File: config.mk
export PLATFORM = sky130hd
export DESIGN_NAME = gecko_mem_arbiter
export DESIGN_NICKNAME = d
export VERILOG_FILES = /design/src/rtl/gecko_mem_arbiter_pkg.sv /design/src/rtl/gecko_mem_tag_fifo.sv /design/src/rtl/gecko_mem_arbiter.sv
export SDC_FILE = /design/constraint.sdc
export NUM_CORES = 1
export LEC_CHECK = 0
export BUFFER_PORTS_ARGS = -buffer_cell sky130_fd_sc_hd__buf_2
export CORE_AREA = 5 5 121 123
export DETAILED_ROUTE_END_ITERATION = 16
export DIE_AREA = 0 0 126 128
export GPL_ROUTABILITY_DRIVEN = 0
export MAX_ROUTING_LAYER = met4
export PLACE_DENSITY_LB_ADDON = 0.08
export SLEW_MARGIN = 20
export SYNTH_ARGS = -nofsm -noshare
export SYNTH_HDL_FRONTEND = slang
export SYNTH_SLANG_ARGS = --single-unit
File: constraint.sdc
create_clock -name clk -period 5.7 [get_ports clk]
set_clock_uncertainty 0.15 [all_clocks]
set_input_delay 0.285 -clock clk [delete_from_list [all_inputs] [get_ports clk]]
set_output_delay 0.285 -clock clk [all_outputs]
set_load 0.005 [all_outputs]
File: src/rtl/gecko_mem_arbiter_pkg.sv
// gecko: shared types for the gecko memory arbiter slice
package gecko;
  typedef enum logic {
    GECKO_MEM_SRC_INST = 1'b0,
    GECKO_MEM_SRC_DATA = 1'b1
  } gecko_mem_src_t;
  localparam int GECKO_MEM_DATA_W = 32;
  localparam int GECKO_MEM_BE_W = 4;
  function automatic gecko_mem_src_t rr_pick(gecko_mem_src_t last, logic inst_v, logic data_v);
    if (inst_v && data_v)
      return (last == GECKO_MEM_SRC_DATA) ? GECKO_MEM_SRC_INST : GECKO_MEM_SRC_DATA;
    if (data_v)
      return GECKO_MEM_SRC_DATA;
    return GECKO_MEM_SRC_INST;
  endfunction
endpackage

File: src/rtl/gecko_mem_tag_fifo.sv
// gecko_mem_tag_fifo: in-order source-tag fifo tracking outstanding memory requests
module gecko_mem_tag_fifo
  import gecko::*;
#(
  parameter int DEPTH = 4
) (
  input  logic clk,
  input  logic rst,
  input  logic push,
  input  logic push_tag,
  input  logic pop,
  output logic head_tag,
  output logic empty,
  output logic full
);
  localparam int PW = $clog2(DEPTH);
  logic tags [DEPTH];
  logic [PW-1:0] wr_ptr, rd_ptr;
  logic [PW:0] count;
  always_ff @(posedge clk) begin
    if (!rst) begin
      wr_ptr <= '0;
      rd_ptr <= '0;
      count <= '0;
    end else begin
      if (push) wr_ptr <= wr_ptr + 1'b1;
      if (pop) rd_ptr <= rd_ptr + 1'b1;
      count <= count + (PW+1)'(push) - (PW+1)'(pop);
    end
  end
  always_ff @(posedge clk)
    if (push) tags[wr_ptr] <= push_tag;
  always_comb begin
    head_tag = tags[rd_ptr];
    empty = count == '0;
    full = count == (PW+1)'(DEPTH);
  end
endmodule

File: src/rtl/gecko_mem_arbiter.sv
// gecko_mem_arbiter: round-robin merge of inst/data requests onto one in-order memory port
module gecko_mem_arbiter
  import gecko::*;
#(
  parameter int MAX_OUTSTANDING = 4,
  parameter int ADDR_WIDTH = 32
) (
  input  logic                    clk,
  input  logic                    rst,
  input  logic                    inst_request_valid,
  output logic                    inst_request_ready,
  input  logic                    inst_request_read_enable,
  input  logic [3:0]              inst_request_write_enable,
  input  logic [ADDR_WIDTH-1:0]   inst_request_addr,
  input  logic [31:0]             inst_request_data,
  output logic                    inst_result_valid,
  input  logic                    inst_result_ready,
  output logic [31:0]             inst_result_data,
  input  logic                    data_request_valid,
  output logic                    data_request_ready,
  input  logic                    data_request_read_enable,
  input  logic [3:0]              data_request_write_enable,
  input  logic [ADDR_WIDTH-1:0]   data_request_addr,
  input  logic [31:0]             data_request_data,
  output logic                    data_result_valid,
  input  logic                    data_result_ready,
  output logic [31:0]             data_result_data,
  output logic                    mem_request_valid,
  input  logic                    mem_request_ready,
  output logic                    mem_request_read_enable,
  output logic [3:0]              mem_request_write_enable,
  output logic [ADDR_WIDTH-1:0]   mem_request_addr,
  output logic [31:0]             mem_request_data,
  input  logic                    mem_result_valid,
  output logic                    mem_result_ready,
  input  logic [31:0]             mem_result_data
);
  gecko_mem_src_t last_src, grant_src, head_src;
  logic can_load, grant, sel_data, fifo_empty, fifo_full, head_tag, res_ok, mem_result_fire;
  always_comb begin
    can_load = !mem_request_valid || mem_request_ready;
    grant_src = rr_pick(last_src, inst_request_valid, data_request_valid);
    sel_data = grant_src == GECKO_MEM_SRC_DATA;
    grant = rst && can_load && !fifo_full && (inst_request_valid || data_request_valid);
    inst_request_ready = grant && !sel_data;
    data_request_ready = grant && sel_data;
    head_src = gecko_mem_src_t'(head_tag);
    res_ok = rst && !fifo_empty;
    inst_result_valid = res_ok && mem_result_valid && head_src == GECKO_MEM_SRC_INST;
    data_result_valid = res_ok && mem_result_valid && head_src == GECKO_MEM_SRC_DATA;
    inst_result_data = mem_result_data;
    data_result_data = mem_result_data;
    mem_result_ready = res_ok && (head_src == GECKO_MEM_SRC_DATA ? data_result_ready : inst_result_ready);
    mem_result_fire = mem_result_valid && mem_result_ready;
  end
  always_ff @(posedge clk) begin
    if (!rst) begin
      mem_request_valid <= 1'b0;
      last_src <= GECKO_MEM_SRC_INST;
    end else begin
      if (can_load) mem_request_valid <= grant;
      if (grant) last_src <= grant_src;
    end
  end
  // payload needs no reset: it is only observed while mem_request_valid is high
  always_ff @(posedge clk)
    if (grant) begin
      mem_request_read_enable <= sel_data ? data_request_read_enable : inst_request_read_enable;
      mem_request_write_enable <= sel_data ? data_request_write_enable : inst_request_write_enable;
      mem_request_addr <= sel_data ? data_request_addr : inst_request_addr;
      mem_request_data <= sel_data ? data_request_data : inst_request_data;
    end
  gecko_mem_tag_fifo #(.DEPTH(MAX_OUTSTANDING)) u_tag_fifo (
    .clk      (clk),
    .rst      (rst),
    .push     (grant),
    .push_tag (grant_src),
    .pop      (mem_result_fire),
    .head_tag (head_tag),
    .empty    (fifo_empty),
    .full     (fifo_full)
  );
endmodule

# [Word level (Yosys, flattened, before mapping)]
# Memories as Yosys holds them, arrays and structs flattened. A register that Yosys moved wholly into a read port is not among the register bits.
# Cells that the tools add are included.
[word_totals] latch_bits=0 out_inout_bits=139 reg_bits=78 inputBits=178 ramBits=4 romBits=0 mem_count=1 wordCells=52
[mem_list] memory="u_tag_fifo.tags" depth=4 word_bits=1 rd=1 rd_ports_with_merged_regs=1 write_ports=1 line_no="gecko_mem_tag_fifo.sv:17" text="logic tags [DEPTH];"
[classes] n_div=0 reduce_logical=19 muxes=17 bitwise=1 add_sub_neg=4 n_lt_le_gt_ge=0 eq_ne=1 n_mul=0 n_shift=0
[ops] op="2-to-1 mux 32 bit" count=2
[ops] op="logical AND 1 bit" count=12
[ops] op="2-to-1 mux 1 bit" count=12
[ops] op="adder 2 x 1 -> 2 bit, second input constant" count=2
[ops] op="logical NOT 1 bit" count=4
[ops] op="2-to-1 mux 2 bit" count=2
[ops] op="2-to-1 mux 4 bit" count=1
[ops] op="adder 3 x 1 -> 3 bit" count=1
[ops] op="== test 3 bit, second input constant" count=1
[ops] op="logical NOT 3 bit" count=1
[ops] op="subtractor 3 x 1 -> 3 bit" count=1
[ops] op="logical OR 1 bit" count=2
[ops] op="inverter 1 bit" count=1

# [Logic depth before layout (Yosys ltp)]
[depth] ltp_word=7 depth_mapped=10 depth_no_buf=10

# [By module]
# From an unflattened synthesis, not the netlist that was laid out.
[unflattened] hier_cells=279 hier_area_um2=4160.2
[modules_own_cells] module="gecko_mem_arbiter" area_per_inst_um2=3574.7 n_inst=1 seq_area_each_um2=2112.0 cells_per_inst=231
[modules_own_cells] module="gecko_mem_tag_fifo" area_per_inst_um2=585.6 n_inst=1 seq_area_each_um2=300.3 cells_per_inst=48

# [Worst setup path after synthesis]
# No wires, ideal clock.
[synth_path] path_type="register -> register" startpoint="register u_tag_fifo.count[1]" endpoint="register u_tag_fifo.count[2]" t_required_ns=5.435 path_buffers=0 setup_ns=0.115 path_slack_ns=1.775 arrival_ns=3.660 synth_period_minus_slack_ns=3.925 path_stages_with_launch=8 path_cell_list="dfxtp_1 > nor2_1 > a211oi_4 > ha_1 > inv_1 > fa_1 > xnor2_1 > and2_1"
[synth_via] elab_chain_len=6 word_cells_on_any_way=11 classes_between="add/sub (2); eq/ne (1); reduce/logical (8)"
[synth_lines] element="start, declared" line_no="gecko_mem_tag_fifo.sv:19" text="logic [PW:0] count;"
[synth_lines] element="start signal, assigned" line_no="gecko_mem_tag_fifo.sv:28" text="count <= count + (PW+1)'(push) - (PW+1)'(pop);"
[synth_lines] element="== test 3 bit" line_no="gecko_mem_tag_fifo.sv:36" text="full = count == (PW+1)'(DEPTH);"
[synth_lines] element="logical NOT 1 bit" line_no="gecko_mem_arbiter.sv:44" text="grant = rst && can_load && !fifo_full && (inst_request_valid || data_request_valid);"
[synth_lines] element="logical AND 1 bit (2 in a row)" line_no="gecko_mem_arbiter.sv:44"
[synth_lines] element="via grant" line_no="gecko_mem_arbiter.sv:39" text="logic can_load, grant, sel_data, fifo_empty, fifo_full, head_tag, res_ok, mem_result_fire;"
[synth_lines] element="adder 3 x 1 -> 3 bit" line_no="gecko_mem_tag_fifo.sv:28"
[synth_lines] element="subtractor 3 x 1 -> 3 bit" line_no="gecko_mem_tag_fifo.sv:28"
# The timed path passes the listed nets, and every way through them passes these cells.
# A chain may end at the register's enable or synchronous reset.

==> impl_results.md <==
* Status: finished clean
* DRT Wirelength at 10770 µm
* Complex-gate fraction of the synthesized area at 2.088%
* Clock power frac at 32.1%
* Class of the worst hold path: in2reg
* CTS tree: done
* Vias in the first global route at 2828
* Slew @ Worst Pin at 0.9513 ns
* FF+latch area at 2412 µm²
* Distinct cell type count after synthesis at 27
* Crit path DAT at 2.75 ns
* Synth Instances at 276
* Share of cells above drive strength 1 at 69.68%
* Largest net degree at the start of global routing at 54
* Mapped Area at 4135 µm²
* Setup bufs post-CTS at 0
* Critical Path RT at between 5 and 6 ns
* Synth Warn # at 0
* Post-cts hold buffer count at 0
* VDD IR max at roughly 120 µV
* Setup TNS at 0 ns
* Post-synth EDFFs at 73
* Vias post-DR at 2664
* #FFs+latches synth at 84
* Post-route DRC at 0
* XOR/XNOR Fraction of Synth Area at 0.6354%
* Initial drt markers at 140
* Final setup violation count at 0
* Setup crit end kind: flip-flop
* Synth Net Count at 461
* DP HPWL at 8332 µm
* Die X at 126 µm
* H-tree depth at 3
* Post-synthesis mux area share at 20.64%
* First-pass DRT Iterations at 4
* RSZ-0062 raised after global routing: no
* P_sw at 413.9 µW
* Final Hold Vio Count at 0
* # diodes at 0
* Sequential-to-total area share from yosys stat at 58.34%
* Crit start category: flip-flop
* Synth Flop Type: edfxtp_1
* # clock sinks at 84
* Largest family of logic cells by synthesized area: multiplexers
* Ports at ~320
* Sequential Power Share at 48.7%
* Post-Layout Inst Area at 5234 µm²
* Row cnt at 43
* Asr flop ratio synth at 0%
* GR Overflow Total at 0
* Slew Limit Fails at 0
* Worst hold slack at 0.09813 ns
* Critical path, cell by cell: mux4_2 -> mux2i_2 -> nor2_2 -> ha_1 -> inv_1 -> ha_1 -> inv_1 -> fa_1 -> xnor2_1 -> and2_1
* Commonest non-fill, non-tap cell in the layout: buf_2
* Initial Util at 30.50%
* Area of the multi-input gates at 1192 µm²
* Period Utilization, post-route at 46.76%
* Synthesized area per cell at 14.98 µm²
* WS Path Type: reg2reg
* Vias per cell at 4.283
* Net Sw Frac at 24.99%
* P per Cell Area at 316.5 nW/µm²
* Root Buffer: clkbuf_16
* Slew HR at 36.42%
* Min Tclk post-route at approximately 2.7 ns
* Nets at 622
* Die Ht at approximately 130 µm
* Initial antenna violation count at 0
* Max Fclk at 0.3752 GHz
* Fillers at 1353
* Skew-Pair Late Insertion Delay at roughly 0.33 ns
* Antenna viol nets, final at 0
* Die area at 16130 µm²
* Wirelength per Cell at 17.32 µm
* Core ar. at 13560 µm²
* Comb power frac at roughly a fifth
* Total GRT Usage at 13.25%
* P_leak at 0.002227 µW
* First-pass GRT wire length at roughly 16000 µm
* DP Area at 4972 µm²
* CP max-delay cell: mux4_2
* Synth-to-Final Area Change at 26.57%
* Clk slew on worst S/H paths at 0.06 ns
* Post_cts resized at 0
* Clock buffer count from CTS at 9
* Critical Path Max Stage Delay at about 0.50 ns
* CP Max Fanout at 3
* Internal power at around 1200 µW
* IO buf count at 220
* Max-cap viol count at 0
* Post-synthesis adder-cell area fraction at 2.300%
* Post-Synth Simple-Gate Area at 2.905%
* Max Buffers Root-to-Sink at 2
* Most frequent cells in the layout: buf_2 (220), edfxtp_1 (73), mux2_2 (69)
==> cells by family (layout without fill, tap and decap cells) <==
family                     after synthesis  after routing
xor gates and xnor gates                 3              3
DFF                                     84             84
muxes                                   75             75
buffers and inverters                   78            244
and+or+nand+nor                         21             21
adders and majority gates                7              7
AOI/OAI and AO/OA                        8              8
==> final cells by class <==
type / instances / share of cell area [%]
Sequential cell: 84 / 46.09
Multi-Input combinational cell: 114 / 22.78
Timing Repair Buffer: 223 / 21.47
Clock buffer: 16 / 4.996
Tap cell: 180 / 4.303
Inverter: 5 / 0.3586
==> metal layers <==
layer  track usage, %  up-vias  wire length [µm]  part of all wire, %
li1                 -     1245                 -                    -
met1            14.68     1208              4169                   39
met2            21.13      174              5141                   48
met3            4.000       37              1075                   10
met4            7.950        0               385                  3.6
met5                -        -                 0                    0
==> worst max-delay path, delay by kind of cell, from the launching register on <==
family / cells / cell delay [ns]
buffers and inverters: 2 / 0.10
DFF: 1 / 0.37
adders and majority gates: 3 / 0.80
xor gates and xnor gates: 1 / 0.13
and+or+nand+nor: 2 / 0.24
muxes: 2 / 0.77
==> power groups by stage <==
| stage | clock, µW | sequential [µW] | combinational [µW] |
|---|---|---|---|
| finish | 531 | 806 | 319 |
| global route | 581 | 815 | 356 |
| CTS | 553 | 808 | 329 |
| detailed placement | 0 | 820 | 327 |
| global placement | 0 | 819 | 326 |
| floorplan | 0 | 828 | 198 |
==> Yosys cell counts (2+ instances only) <==
cell type	number	area, µm²
buf_4	64	480.5
nand2_1	2	7.510
ha_1	6	75.07
clkbuf_1	2	7.510
buf_2	7	35.03
nor2b_1	6	37.54
and2_1	8	50.05
mux2i_1	4	40.04
edfxtp_1	73	2192
xnor2_1	3	26.28
inv_1	5	18.77
nor2_1	3	11.26
mux2_2	69	777.0
dfxtp_1	11	220.2
==> sequential cells by signal, summed over array words and instances (netlist names), 2 cells and up, named ones only <==
register,flops
u_tag_fifo.wr_ptr,2
u_tag_fifo.tags,4
mem_request_write_enable,4
mem_request_data,32
u_tag_fifo.rd_ptr,2
u_tag_fifo.count,3
mem_request_addr,32
==> final timing paths <==
kind	from	endpoint	slack, ns	depth (start not counted)
worst max register to register	u_tag_fifo.tags[1]	u_tag_fifo.count[2]	3.03	10
worst max-delay path	u_tag_fifo.tags[1]	u_tag_fifo.count[2]	3.03	10
worst min-delay path	inst_request_write_enable[2]	mem_request_write_enable[2]	0.1	2
worst min register to register	u_tag_fifo.rd_ptr[1]	u_tag_fifo.rd_ptr[1]	0.33	1
==> per-stage QoR <==
step / power (µW) / setup slack, ns / utilization (%) / cells
final: 1656 / 3.035 / 38.60 / 622
after global routing: 1752 / 2.882 / 38.60 / 622
after CTS: 1690 / 3.012 / 38.60 / 622
after detailed placement: 1147 / 2.933 / 36.67 / 606
after global placement: 1145 / 2.942 / 36.67 / 606
after floorplan: 1026 / 1.775 / - / 276
Note: power is estimated with default switching activity, not from simulation.
